$ cat config.mk
export PLATFORM = sky130hd
export DESIGN_NAME = usb_xfer_engine_flat
export DESIGN_NICKNAME = d
export VERILOG_FILES = /design/src/rtl/usb_xfer_engine_if.sv /design/src/rtl/usb_xfer_engine.sv /design/src/flat_wrapper.sv
export SDC_FILE = /design/constraint.sdc
export NUM_CORES = 1
export LEC_CHECK = 0
export ABC_AREA = 1
export CORE_MARGIN = 2
export CORE_UTILIZATION = 58
export DETAILED_ROUTE_END_ITERATION = 12
export GPL_ROUTABILITY_DRIVEN = 0
export GPL_TIMING_DRIVEN = 0
export PLACE_DENSITY = 0.79
export SYNTH_ARGS = -nofsm -noshare
export SYNTH_HDL_FRONTEND = slang
export SYNTH_SLANG_ARGS = --single-unit
$ cat constraint.sdc
create_clock -name clk -period 4.29 [get_ports clk]
set_input_delay 0.429 -clock clk [delete_from_list [all_inputs] [get_ports clk]]
set_output_delay 0.429 -clock clk [all_outputs]
set_load 0.02 [all_outputs]
$ cat src/rtl/usb_xfer_engine_if.sv
// rtl/usb_xfer_engine_if.sv - host stream, response and memory-port bundle for usb_xfer_engine
interface usb_xfer_engine_if #(
  parameter int DATA_W = 32,
  parameter int ADDR_W = 32
);
  logic [31:0]       cmd_tdata;
  logic              cmd_tvalid;
  logic              cmd_tready;
  logic [31:0]       resp_tdata;
  logic              resp_tvalid;
  logic              resp_tlast;
  logic              resp_tready;
  logic [DATA_W-1:0] dtx_tdata;
  logic              dtx_tvalid;
  logic              dtx_tready;
  logic [DATA_W-1:0] drx_tdata;
  logic              drx_tvalid;
  logic              drx_tlast;
  logic              drx_tready;
  logic [ADDR_W-1:0] mem_addr;
  logic              mem_wr;
  logic [DATA_W-1:0] mem_wr_data;
  logic              mem_wr_ready;
  logic              mem_rd;
  logic              mem_rd_ready;
  logic              mem_rd_valid;
  logic [DATA_W-1:0] mem_rd_data;

  modport master (
    input  cmd_tdata, cmd_tvalid, resp_tready, dtx_tdata, dtx_tvalid, drx_tready,
    input  mem_wr_ready, mem_rd_ready, mem_rd_valid, mem_rd_data,
    output cmd_tready, resp_tdata, resp_tvalid, resp_tlast, dtx_tready,
    output drx_tdata, drx_tvalid, drx_tlast, mem_addr, mem_wr, mem_wr_data, mem_rd
  );

  modport slave (
    output cmd_tdata, cmd_tvalid, resp_tready, dtx_tdata, dtx_tvalid, drx_tready,
    output mem_wr_ready, mem_rd_ready, mem_rd_valid, mem_rd_data,
    input  cmd_tready, resp_tdata, resp_tvalid, resp_tlast, dtx_tready,
    input  drx_tdata, drx_tvalid, drx_tlast, mem_addr, mem_wr, mem_wr_data, mem_rd
  );
endinterface

$ cat src/rtl/usb_xfer_engine.sv
// rtl/usb_xfer_engine.sv - FX3 host command decoder and OUT/IN burst engine with read prefetch
// Optional stall abort enabled by defining USB_XFER_TIMEOUT_EN.
module usb_xfer_engine #(
  parameter int                DATA_W       = 32,
  parameter int                ADDR_W       = 32,
  parameter logic [ADDR_W:0]   ADDR_SPACE   = 'h2000_0000,
  parameter int                RD_BUF_DEPTH = 8,
  parameter logic [63:0]       FINGERPRINT  = 64'h47424120492F4F0A,
  parameter int                TIMEOUT_CYC  = 1_000_000
) (
  input  logic               clk,
  input  logic               rst,
  usb_xfer_engine_if.master  bus,
  output logic               soft_rst,
  output logic               busy
);
  localparam int          BEAT_B  = DATA_W / 8;
  localparam int          AL      = $clog2(BEAT_B);
  localparam int          PW      = $clog2(RD_BUF_DEPTH);
  localparam logic [31:0] BEAT_SZ = 32'(BEAT_B);

  typedef enum logic [2:0] {
    S_IDLE, S_CMD1, S_CMD2, S_CHECK, S_WRITE, S_READ, S_RESP0, S_RESP1
  } state_t;

  state_t            state_q;
  logic [7:0]        opcode_q;
  logic [7:0]        status_q;
  logic [ADDR_W-1:0] addr_q;
  logic [31:0]       size_q;
  logic [31:0]       off_q;
  logic [31:0]       pop_off_q;
  logic [31:0]       bytes_q;
  logic [PW:0]       fifo_cnt_q;
  logic [PW:0]       outst_q;
  logic [PW-1:0]     wr_ptr_q;
  logic [PW-1:0]     rd_ptr_q;
  logic [DATA_W-1:0] fifo_q [RD_BUF_DEPTH];

  logic              cmd_hs, wr_hs, rd_req_hs, push, pop, resp_hs, range_ok, rd_ret;
  logic [31:0]       last_off;
  logic [ADDR_W:0]   end_addr;

`ifdef USB_XFER_TIMEOUT_EN
  localparam int     TW = $clog2(TIMEOUT_CYC + 1);
  logic [TW-1:0]     stall_q;
  logic              drain_q;
  logic              any_hs;
  assign any_hs = wr_hs || pop || rd_req_hs || bus.mem_rd_valid;
`else
  logic              drain_q;
  logic              unused_timeout;
  assign drain_q        = 1'b0;
  assign unused_timeout = (TIMEOUT_CYC == 0);
`endif

  function automatic logic [31:0] bswap(input logic [31:0] w);
    return {w[7:0], w[15:8], w[23:16], w[31:24]};
  endfunction

  assign last_off  = size_q - BEAT_SZ;
  assign end_addr  = {1'b0, addr_q} + (ADDR_W+1)'(size_q);
  assign range_ok  = (size_q != 32'd0) && (size_q[AL-1:0] == '0) &&
                     (addr_q[AL-1:0] == '0) && (end_addr <= ADDR_SPACE);

  assign cmd_hs    = bus.cmd_tvalid && bus.cmd_tready;
  assign wr_hs     = (state_q == S_WRITE) && bus.dtx_tvalid && bus.mem_wr_ready;
  assign rd_req_hs = bus.mem_rd && bus.mem_rd_ready;
  assign rd_ret    = bus.mem_rd_valid && (outst_q != '0);
  // Returns that arrive while draining an aborted read are dropped, never buffered.
  assign push      = rd_ret && (state_q == S_READ) && !drain_q;
  assign pop       = bus.drx_tvalid && bus.drx_tready;
  assign resp_hs   = bus.resp_tvalid && bus.resp_tready;

  assign bus.cmd_tready  = (state_q == S_IDLE) || (state_q == S_CMD1) || (state_q == S_CMD2);
  assign bus.resp_tvalid = (state_q == S_RESP0) || (state_q == S_RESP1);
  assign bus.resp_tlast  = (state_q == S_RESP1);
  assign bus.resp_tdata  = (state_q == S_RESP0)
                         ? ((opcode_q == 8'h01) ? bswap(FINGERPRINT[63:32]) : {16'h0, status_q, opcode_q})
                         : ((opcode_q == 8'h01) ? bswap(FINGERPRINT[31:0])  : bytes_q);

  assign bus.mem_addr    = addr_q + off_q[ADDR_W-1:0];
  assign bus.mem_wr      = (state_q == S_WRITE) && bus.dtx_tvalid;
  assign bus.mem_wr_data = bus.dtx_tdata;
  assign bus.dtx_tready  = (state_q == S_WRITE) && bus.mem_wr_ready;
  // Credit check counts in-flight reads so the prefetch FIFO can never overflow.
  assign bus.mem_rd      = (state_q == S_READ) && !drain_q && (off_q < size_q) &&
                           (({1'b0, outst_q} + {1'b0, fifo_cnt_q}) < (PW+2)'(RD_BUF_DEPTH));
  assign bus.drx_tvalid  = (state_q == S_READ) && (fifo_cnt_q != '0);
  assign bus.drx_tdata   = fifo_q[rd_ptr_q];
  assign bus.drx_tlast   = bus.drx_tvalid && (pop_off_q == last_off);

  assign soft_rst = (state_q == S_CHECK) && (opcode_q == 8'hFF);
  assign busy     = (state_q != S_IDLE);

  always_ff @(posedge clk) begin
    if (push) fifo_q[wr_ptr_q] <= bus.mem_rd_data;
  end

  always_ff @(posedge clk) begin
    if (rst) begin
      state_q    <= S_IDLE;
      opcode_q   <= '0;
      status_q   <= '0;
      addr_q     <= '0;
      size_q     <= '0;
      off_q      <= '0;
      pop_off_q  <= '0;
      bytes_q    <= '0;
      fifo_cnt_q <= '0;
      outst_q    <= '0;
      wr_ptr_q   <= '0;
      rd_ptr_q   <= '0;
`ifdef USB_XFER_TIMEOUT_EN
      stall_q    <= '0;
      drain_q    <= 1'b0;
`endif
    end else begin
      if (rd_req_hs && !rd_ret)      outst_q <= outst_q + 1'b1;
      else if (!rd_req_hs && rd_ret) outst_q <= outst_q - 1'b1;
      if (push) wr_ptr_q <= wr_ptr_q + 1'b1;
      if (pop)  rd_ptr_q <= rd_ptr_q + 1'b1;
      if (push && !pop)      fifo_cnt_q <= fifo_cnt_q + 1'b1;
      else if (pop && !push) fifo_cnt_q <= fifo_cnt_q - 1'b1;

      case (state_q)
        S_IDLE: if (cmd_hs) begin
          opcode_q <= bus.cmd_tdata[7:0];
          state_q  <= S_CMD1;
        end
        S_CMD1: if (cmd_hs) begin
          addr_q  <= bus.cmd_tdata[ADDR_W-1:0];
          state_q <= S_CMD2;
        end
        S_CMD2: if (cmd_hs) begin
          size_q    <= bus.cmd_tdata;
          off_q     <= '0;
          pop_off_q <= '0;
          bytes_q   <= '0;
          status_q  <= 8'h00;
          state_q   <= S_CHECK;
        end
        S_CHECK: begin
          case (opcode_q)
            8'h40, 8'h80: begin
              if (range_ok) state_q <= (opcode_q == 8'h40) ? S_READ : S_WRITE;
              else begin
                status_q <= 8'h02;
                state_q  <= S_RESP0;
              end
            end
            8'h01, 8'hFF: state_q <= S_RESP0;
            default: begin
              status_q <= 8'h01;
              state_q  <= S_RESP0;
            end
          endcase
        end
        S_WRITE: if (wr_hs) begin
          off_q   <= off_q + BEAT_SZ;
          bytes_q <= bytes_q + BEAT_SZ;
          if (off_q == last_off) state_q <= S_RESP0;
        end
        S_READ: begin
          if (rd_req_hs) off_q <= off_q + BEAT_SZ;
          if (pop) begin
            pop_off_q <= pop_off_q + BEAT_SZ;
            bytes_q   <= bytes_q + BEAT_SZ;
            if (pop_off_q == last_off) state_q <= S_RESP0;
          end
        end
        S_RESP0: if (resp_hs) state_q <= S_RESP1;
        S_RESP1: if (resp_hs) state_q <= S_IDLE;
        default: state_q <= S_IDLE;
      endcase

`ifdef USB_XFER_TIMEOUT_EN
      if (drain_q && (outst_q == '0)) drain_q <= 1'b0;
      if ((state_q == S_WRITE) || (state_q == S_READ)) begin
        if (any_hs) stall_q <= '0;
        else if (stall_q == TW'(TIMEOUT_CYC - 1)) begin
          // No handshake this cycle, so nothing is pushed or popped while flushing.
          state_q    <= S_RESP0;
          status_q   <= 8'h03;
          stall_q    <= '0;
          fifo_cnt_q <= '0;
          wr_ptr_q   <= '0;
          rd_ptr_q   <= '0;
          drain_q    <= (outst_q != '0);
        end else stall_q <= stall_q + 1'b1;
      end else stall_q <= '0;
`endif
    end
  end
endmodule

$ cat src/flat_wrapper.sv
// flat-port wrapper written by rule: the top's interface ports become plain ports
module usb_xfer_engine_flat 
#(
  parameter int                DATA_W       = 32,
  parameter int                ADDR_W       = 32,
  parameter logic [ADDR_W:0]   ADDR_SPACE   = 'h2000_0000,
  parameter int                RD_BUF_DEPTH = 8,
  parameter logic [63:0]       FINGERPRINT  = 64'h47424120492F4F0A,
  parameter int                TIMEOUT_CYC  = 1_000_000
)
  (clk, rst, soft_rst, busy, bus_cmd_tdata, bus_cmd_tvalid, bus_resp_tready, bus_dtx_tdata, bus_dtx_tvalid, bus_drx_tready, bus_mem_wr_ready, bus_mem_rd_ready, bus_mem_rd_valid, bus_mem_rd_data, bus_cmd_tready, bus_resp_tdata, bus_resp_tvalid, bus_resp_tlast, bus_dtx_tready, bus_drx_tdata, bus_drx_tvalid, bus_drx_tlast, bus_mem_addr, bus_mem_wr, bus_mem_wr_data, bus_mem_rd);
  usb_xfer_engine_if #(.DATA_W(DATA_W), .ADDR_W(ADDR_W)) bus_i ();
  input  logic clk;
  input  logic rst;
  output logic soft_rst;
  output logic busy;
  input wire logic [$bits(bus_i.cmd_tdata)-1:0] bus_cmd_tdata;
  input wire logic [$bits(bus_i.cmd_tvalid)-1:0] bus_cmd_tvalid;
  input wire logic [$bits(bus_i.resp_tready)-1:0] bus_resp_tready;
  input wire logic [$bits(bus_i.dtx_tdata)-1:0] bus_dtx_tdata;
  input wire logic [$bits(bus_i.dtx_tvalid)-1:0] bus_dtx_tvalid;
  input wire logic [$bits(bus_i.drx_tready)-1:0] bus_drx_tready;
  input wire logic [$bits(bus_i.mem_wr_ready)-1:0] bus_mem_wr_ready;
  input wire logic [$bits(bus_i.mem_rd_ready)-1:0] bus_mem_rd_ready;
  input wire logic [$bits(bus_i.mem_rd_valid)-1:0] bus_mem_rd_valid;
  input wire logic [$bits(bus_i.mem_rd_data)-1:0] bus_mem_rd_data;
  output wire logic [$bits(bus_i.cmd_tready)-1:0] bus_cmd_tready;
  output wire logic [$bits(bus_i.resp_tdata)-1:0] bus_resp_tdata;
  output wire logic [$bits(bus_i.resp_tvalid)-1:0] bus_resp_tvalid;
  output wire logic [$bits(bus_i.resp_tlast)-1:0] bus_resp_tlast;
  output wire logic [$bits(bus_i.dtx_tready)-1:0] bus_dtx_tready;
  output wire logic [$bits(bus_i.drx_tdata)-1:0] bus_drx_tdata;
  output wire logic [$bits(bus_i.drx_tvalid)-1:0] bus_drx_tvalid;
  output wire logic [$bits(bus_i.drx_tlast)-1:0] bus_drx_tlast;
  output wire logic [$bits(bus_i.mem_addr)-1:0] bus_mem_addr;
  output wire logic [$bits(bus_i.mem_wr)-1:0] bus_mem_wr;
  output wire logic [$bits(bus_i.mem_wr_data)-1:0] bus_mem_wr_data;
  output wire logic [$bits(bus_i.mem_rd)-1:0] bus_mem_rd;
  assign bus_i.cmd_tdata = bus_cmd_tdata;
  assign bus_i.cmd_tvalid = bus_cmd_tvalid;
  assign bus_i.resp_tready = bus_resp_tready;
  assign bus_i.dtx_tdata = bus_dtx_tdata;
  assign bus_i.dtx_tvalid = bus_dtx_tvalid;
  assign bus_i.drx_tready = bus_drx_tready;
  assign bus_i.mem_wr_ready = bus_mem_wr_ready;
  assign bus_i.mem_rd_ready = bus_mem_rd_ready;
  assign bus_i.mem_rd_valid = bus_mem_rd_valid;
  assign bus_i.mem_rd_data = bus_mem_rd_data;
  assign bus_cmd_tready = bus_i.cmd_tready;
  assign bus_resp_tdata = bus_i.resp_tdata;
  assign bus_resp_tvalid = bus_i.resp_tvalid;
  assign bus_resp_tlast = bus_i.resp_tlast;
  assign bus_dtx_tready = bus_i.dtx_tready;
  assign bus_drx_tdata = bus_i.drx_tdata;
  assign bus_drx_tvalid = bus_i.drx_tvalid;
  assign bus_drx_tlast = bus_i.drx_tlast;
  assign bus_mem_addr = bus_i.mem_addr;
  assign bus_mem_wr = bus_i.mem_wr;
  assign bus_mem_wr_data = bus_i.mem_wr_data;
  assign bus_mem_rd = bus_i.mem_rd;
  usb_xfer_engine #(.DATA_W(DATA_W), .ADDR_W(ADDR_W), .ADDR_SPACE(ADDR_SPACE), .RD_BUF_DEPTH(RD_BUF_DEPTH), .FINGERPRINT(FINGERPRINT), .TIMEOUT_CYC(TIMEOUT_CYC)) u_core (.clk(clk), .rst(rst), .bus(bus_i), .soft_rst(soft_rst), .busy(busy));
endmodule
==> impl_metrics.xml <==
<?xml version="1.0" encoding="UTF-8"?>
<metrics>
  <group name="sta">
    <metric name="pin_slew_with_the_least_headroom_to_its_limit" unit="ns">0.850</metric>
    <metric name="slew_violations" unit="">0</metric>
    <metric name="slew-limit-headroom" unit="%">43.3</metric>
    <metric name="finalWorstSetupSlack" unit="ns">0.0607</metric>
    <metric name="report.final.hold_viol_count" unit="">0</metric>
    <metric name="min_period_over_period" unit="%">98.6</metric>
    <metric name="timing.hold.ws" unit="ns">0.440</metric>
    <metric name="clock.fmax" unit="GHz">0.236</metric>
    <metric name="post-route-min-period" unit="ns">4.23</metric>
    <metric name="total_of_endpoints_with_negative_setup_slack_in_the_final_report" unit="">0</metric>
    <metric name="finalSetupTns" unit="ns">0</metric>
    <metric name="setup_clock_skew_after_layout" unit="ns">0.0252</metric>
  </group>
  <group name="grt">
    <metric name="grt_busiest_layer" unit="">met2</metric>
    <metric name="grt-ovfl-total" unit="">0</metric>
    <metric name="grt_first_pass_wirelength" unit="microns">122000</metric>
    <metric name="grt_util_met2" unit="%">53.9</metric>
    <metric name="grt_start_max_net_pins" unit="">22</metric>
    <metric name="gr-usage-all-layers" unit="%">34.7</metric>
    <metric name="grtUsageMet1" unit="%">46.9</metric>
    <metric name="globalRouteMet3Util" unit="%">7.34</metric>
    <metric name="initial_antenna_violation_count" unit="">5</metric>
    <metric name="first_global_vias" unit="">23000</metric>
  </group>
  <group name="setup_path">
    <metric name="critical_path.startpoint_type" unit="">flip-flop</metric>
    <metric name="critPathMaxFanout" unit="">6</metric>
    <metric name="r2r_cells" unit="">18</metric>
    <metric name="worstSetupEndpoint" unit="">bus_drx_tlast</metric>
    <metric name="worstPathRequired" unit="ns">3.86</metric>
    <metric name="worst-endpoint-arrival" unit="ns">3.80</metric>
    <metric name="r2r_slack" unit="ns">0.45</metric>
    <metric name="critical_path.endpoint_type" unit="">output port</metric>
    <metric name="crit_type" unit="">flip-flop to output port</metric>
    <metric name="critical_path.startpoint" unit="">u_core.size_q[2]</metric>
    <metric name="reg2reg_from" unit="">u_core.size_q[7]</metric>
    <metric name="worstReg2RegEnd" unit="">u_core.outst_q[3]</metric>
  </group>
  <group name="synthesis">
    <metric name="yosys_warnings" unit="">0</metric>
    <metric name="synth_top_cells_by_area" unit="">sky130_fd_sc_hd__edfxtp_1, sky130_fd_sc_hd__dfxtp_1, sky130_fd_sc_hd__nand2_1, sky130_fd_sc_hd__nor2_1, sky130_fd_sc_hd__o21ai_0</metric>
    <metric name="fraction_of_synthesis_flops_using_an_asynchronous_set_or_reset_pin" unit="%">0</metric>
    <metric name="synth_top_cell_area_share" unit="%">30.3</metric>
    <metric name="synth_flop_cell" unit="">sky130_fd_sc_hd__edfxtp_1</metric>
    <metric name="syn-cell-area" unit="sq um">25400</metric>
    <metric name="synth.ff_latch_count" unit="">440</metric>
    <metric name="ys_types" unit="">60</metric>
    <metric name="edff_count_synth" unit="">256</metric>
    <metric name="synthesized_netlist_net_count" unit="">3471</metric>
    <metric name="synth.avg_cell_area" unit="sq um">7.79</metric>
    <metric name="post_synth_inst_count" unit="">3256</metric>
    <metric name="yosys_top_cell_by_area" unit="">sky130_fd_sc_hd__edfxtp_1</metric>
    <metric name="ys_seq_area_share" unit="%">44.8</metric>
  </group>
  <group name="placement">
    <metric name="dpl-instance-area" unit="sq um">28400</metric>
    <metric name="detailedPlace.worstSlack" unit="ns">-0.0432</metric>
    <metric name="port_buffers" unit="">210</metric>
    <metric name="hpwl_after_detailed_placement" unit="microns">60700</metric>
    <metric name="numPlacedInstances" unit="">4059</metric>
  </group>
  <group name="final_layout">
    <metric name="layout.cells.most_common_list" unit="">sky130_fd_sc_hd__nand2_1, sky130_fd_sc_hd__nor2_1, sky130_fd_sc_hd__inv_1</metric>
    <metric name="finalCoreUtilization" unit="%">70.1</metric>
    <metric name="final_layout_size_suffix_gt1_share" unit="%">5.87</metric>
    <metric name="fin_nets" unit="">3741</metric>
    <metric name="syn2layout_area_growth" unit="%">19.1</metric>
    <metric name="antenna_cells" unit="">0</metric>
    <metric name="finish.instance_area" unit="sq um">30200</metric>
    <metric name="mostFrequentLayoutCell" unit="">sky130_fd_sc_hd__nand2_1</metric>
    <metric name="layout.cells.non_filler" unit="">4147</metric>
  </group>
  <group name="route">
    <metric name="ant_nets" unit="">0</metric>
    <metric name="drc_errors" unit="">0</metric>
    <metric name="drtPass1Iterations" unit="">10</metric>
    <metric name="routed-via-count" unit="">24700</metric>
    <metric name="detailedRoute.firstIterationViolations" unit="">3055</metric>
    <metric name="wire_per_inst" unit="microns">19.4</metric>
    <metric name="drt-total-wl" unit="microns">80300</metric>
    <metric name="avgViaCountPerCell" unit="">5.96</metric>
  </group>
  <group name="clocking">
    <metric name="h-tree-depth" unit="">2</metric>
    <metric name="clock_buffer_count_from_cts" unit="">46</metric>
    <metric name="cts.root.buffer_cell" unit="">sky130_fd_sc_hd__clkbuf_16</metric>
    <metric name="cts_tree" unit="">done</metric>
    <metric name="clock_path_buffers" unit="">3</metric>
    <metric name="clkSinkCount" unit="">440</metric>
    <metric name="post_cts_hold_buffer_count" unit="">0</metric>
    <metric name="clock_latency" unit="ns">0.61</metric>
    <metric name="clkTransAtPathRegs" unit="ns">0.06</metric>
  </group>
  <group name="power_and_ir_drop">
    <metric name="fin_total_pwr" unit="mW">14.7</metric>
    <metric name="max_rail_drop_vdd" unit="mV">0.417</metric>
    <metric name="cell_pwr_density" unit="nW/um^2">488</metric>
    <metric name="static-leakage-power" unit="nW">12.3</metric>
  </group>
  <group name="floorplan">
    <metric name="die-width" unit="microns">213</metric>
    <metric name="die_y" unit="microns">213</metric>
    <metric name="std_cell_rows" unit="">76</metric>
    <metric name="design.die.area" unit="sq um">45400</metric>
    <metric name="i_o_pin_total" unit="">243</metric>
    <metric name="core-area" unit="sq um">43100</metric>
    <metric name="initial_core_utilization" unit="%">58.9</metric>
  </group>
  <group name="hold_path">
    <metric name="worst_hold_path_type" unit="">flip-flop to flip-flop</metric>
    <metric name="worstHoldPathCells" unit="">1</metric>
  </group>
  <group name="flow_run">
    <metric name="drv_cap" unit="">0</metric>
  </group>
  <group name="run_status">
    <metric name="outcome" unit="">finished, final reports clean</metric>
  </group>
</metrics>
critical path: stages, from the launching register on:
cell and delay [ns]:
sky130_fd_sc_hd__dfxtp_1 0.36, sky130_fd_sc_hd__inv_1 0.20, sky130_fd_sc_hd__ha_2 0.31, sky130_fd_sc_hd__nand2_2 0.18, sky130_fd_sc_hd__nor2_4 0.21, sky130_fd_sc_hd__inv_1 0.17, sky130_fd_sc_hd__nand2_1 0.09, sky130_fd_sc_hd__nand2_1 0.12
sky130_fd_sc_hd__xor2_1 0.21, sky130_fd_sc_hd__nand4_1 0.12, sky130_fd_sc_hd__nand3b_1 0.23, sky130_fd_sc_hd__nor3_1 0.18, sky130_fd_sc_hd__nand3_1 0.10, sky130_fd_sc_hd__nor2_1 0.11, sky130_fd_sc_hd__nand2_1 0.09, sky130_fd_sc_hd__nor3_1 0.18
sky130_fd_sc_hd__dlygate4sd1_1 0.34
cell type report:
| class | instances | area (sq um) |
|---|---|---|
| Inverter | 337 | 1260 |
| Sequential cell | 440 | 11400 |
| Clock buffer | 59 | 1280 |
| Fill cell | 3404 | 12900 |
| Timing Repair Buffer | 222 | 2320 |
| Tap cell | 585 | 732 |
| Multi-Input combinational cell | 2347 | 12200 |
| Clock inverter | 25 | 347 |
| Buffer | 132 | 639 |
where the power goes:
part | internal (mW) | switching, mW
clock network | 2.55 | 1.74
logic | 1.84 | 3.64
registers | 4.68 | 0.282
total | 9.07 | 5.66
cells in the mapped netlist, drive strengths merged (2+ instances only):
| master | count |
|---|---|
| inv | 333 |
| nor3 | 80 |
| nand3b | 13 |
| a31oi | 37 |
| nand3 | 127 |
| nand2 | 619 |
| a21oi | 191 |
| xnor3 | 2 |
| a21o | 4 |
| a221oi | 3 |
| clkinv | 4 |
| ha | 107 |
| o21bai | 4 |
| o211ai | 2 |
| o21a | 9 |
| edfxtp | 256 |
| xnor2 | 16 |
| nor4 | 29 |
| o22ai | 32 |
| clkbuf | 87 |
| dfxtp | 184 |
| nor2 | 598 |
| buf | 45 |
| a211oi | 7 |
| o21ai | 298 |
| nor3b | 5 |
| and3 | 3 |
| or2 | 7 |
| nand4 | 56 |
| a2111oi | 2 |
| a21boi | 8 |
| fa | 3 |
| xor2 | 80 |
how the worst min path moves through the flow:
stage,slack (ns),end,from
2_1_floorplan,0.41,flip-flop,u_core.rd_ptr_q[2]
3_3_place_gp,0.43,u_core.rd_ptr_q[2],u_core.rd_ptr_q[2]
3_5_place_dp,0.43,u_core.rd_ptr_q[2],u_core.rd_ptr_q[2]
4_1_cts,0.44,u_core.rd_ptr_q[2],u_core.rd_ptr_q[2]
5_1_grt,0.45,u_core.rd_ptr_q[2],u_core.rd_ptr_q[2]
6_report,0.44,u_core.rd_ptr_q[2],u_core.rd_ptr_q[2]
routing by layer:
metal | up-vias | share of wire [%]
met5 | - | 0.016
met4 | 2 | 4.1
met3 | 263 | 12
met2 | 1650 | 44
met1 | 11300 | 39
li1 | 11500 | -
repair_timing:
action / CTS / global route
pin swaps: 0 / 2
endpoints found under the setup margin: 17 / 15
resized for setup: 28 / 24
setup buffers: 0 / 4
logic make-up after synthesis:
kind of cell	synth area share [%]
and+or+nand+nor	25.9
AOI/OAI and AO/OA	12.7
buffers and inverters	7.50
DFF	44.8
adders and majority gates	5.52
xor gates and xnor gates	3.49
registers in the layout, summed over array words and instances, names as in the netlist, named ones only:
| signal | flops |
|---|---|
| u_core.addr_q | 32 |
| u_core.bytes_q | 30 |
| u_core.fifo_cnt_q | 4 |
| u_core.fifo_q | 256 |
| u_core.off_q | 30 |
| u_core.opcode_q | 8 |
| u_core.outst_q | 4 |
| u_core.pop_off_q | 30 |
| u_core.rd_ptr_q | 3 |
| u_core.size_q | 32 |
| u_core.state_q | 3 |
| u_core.status_q | 2 |
| u_core.wr_ptr_q | 3 |
(Power assumes the default switching activity.)
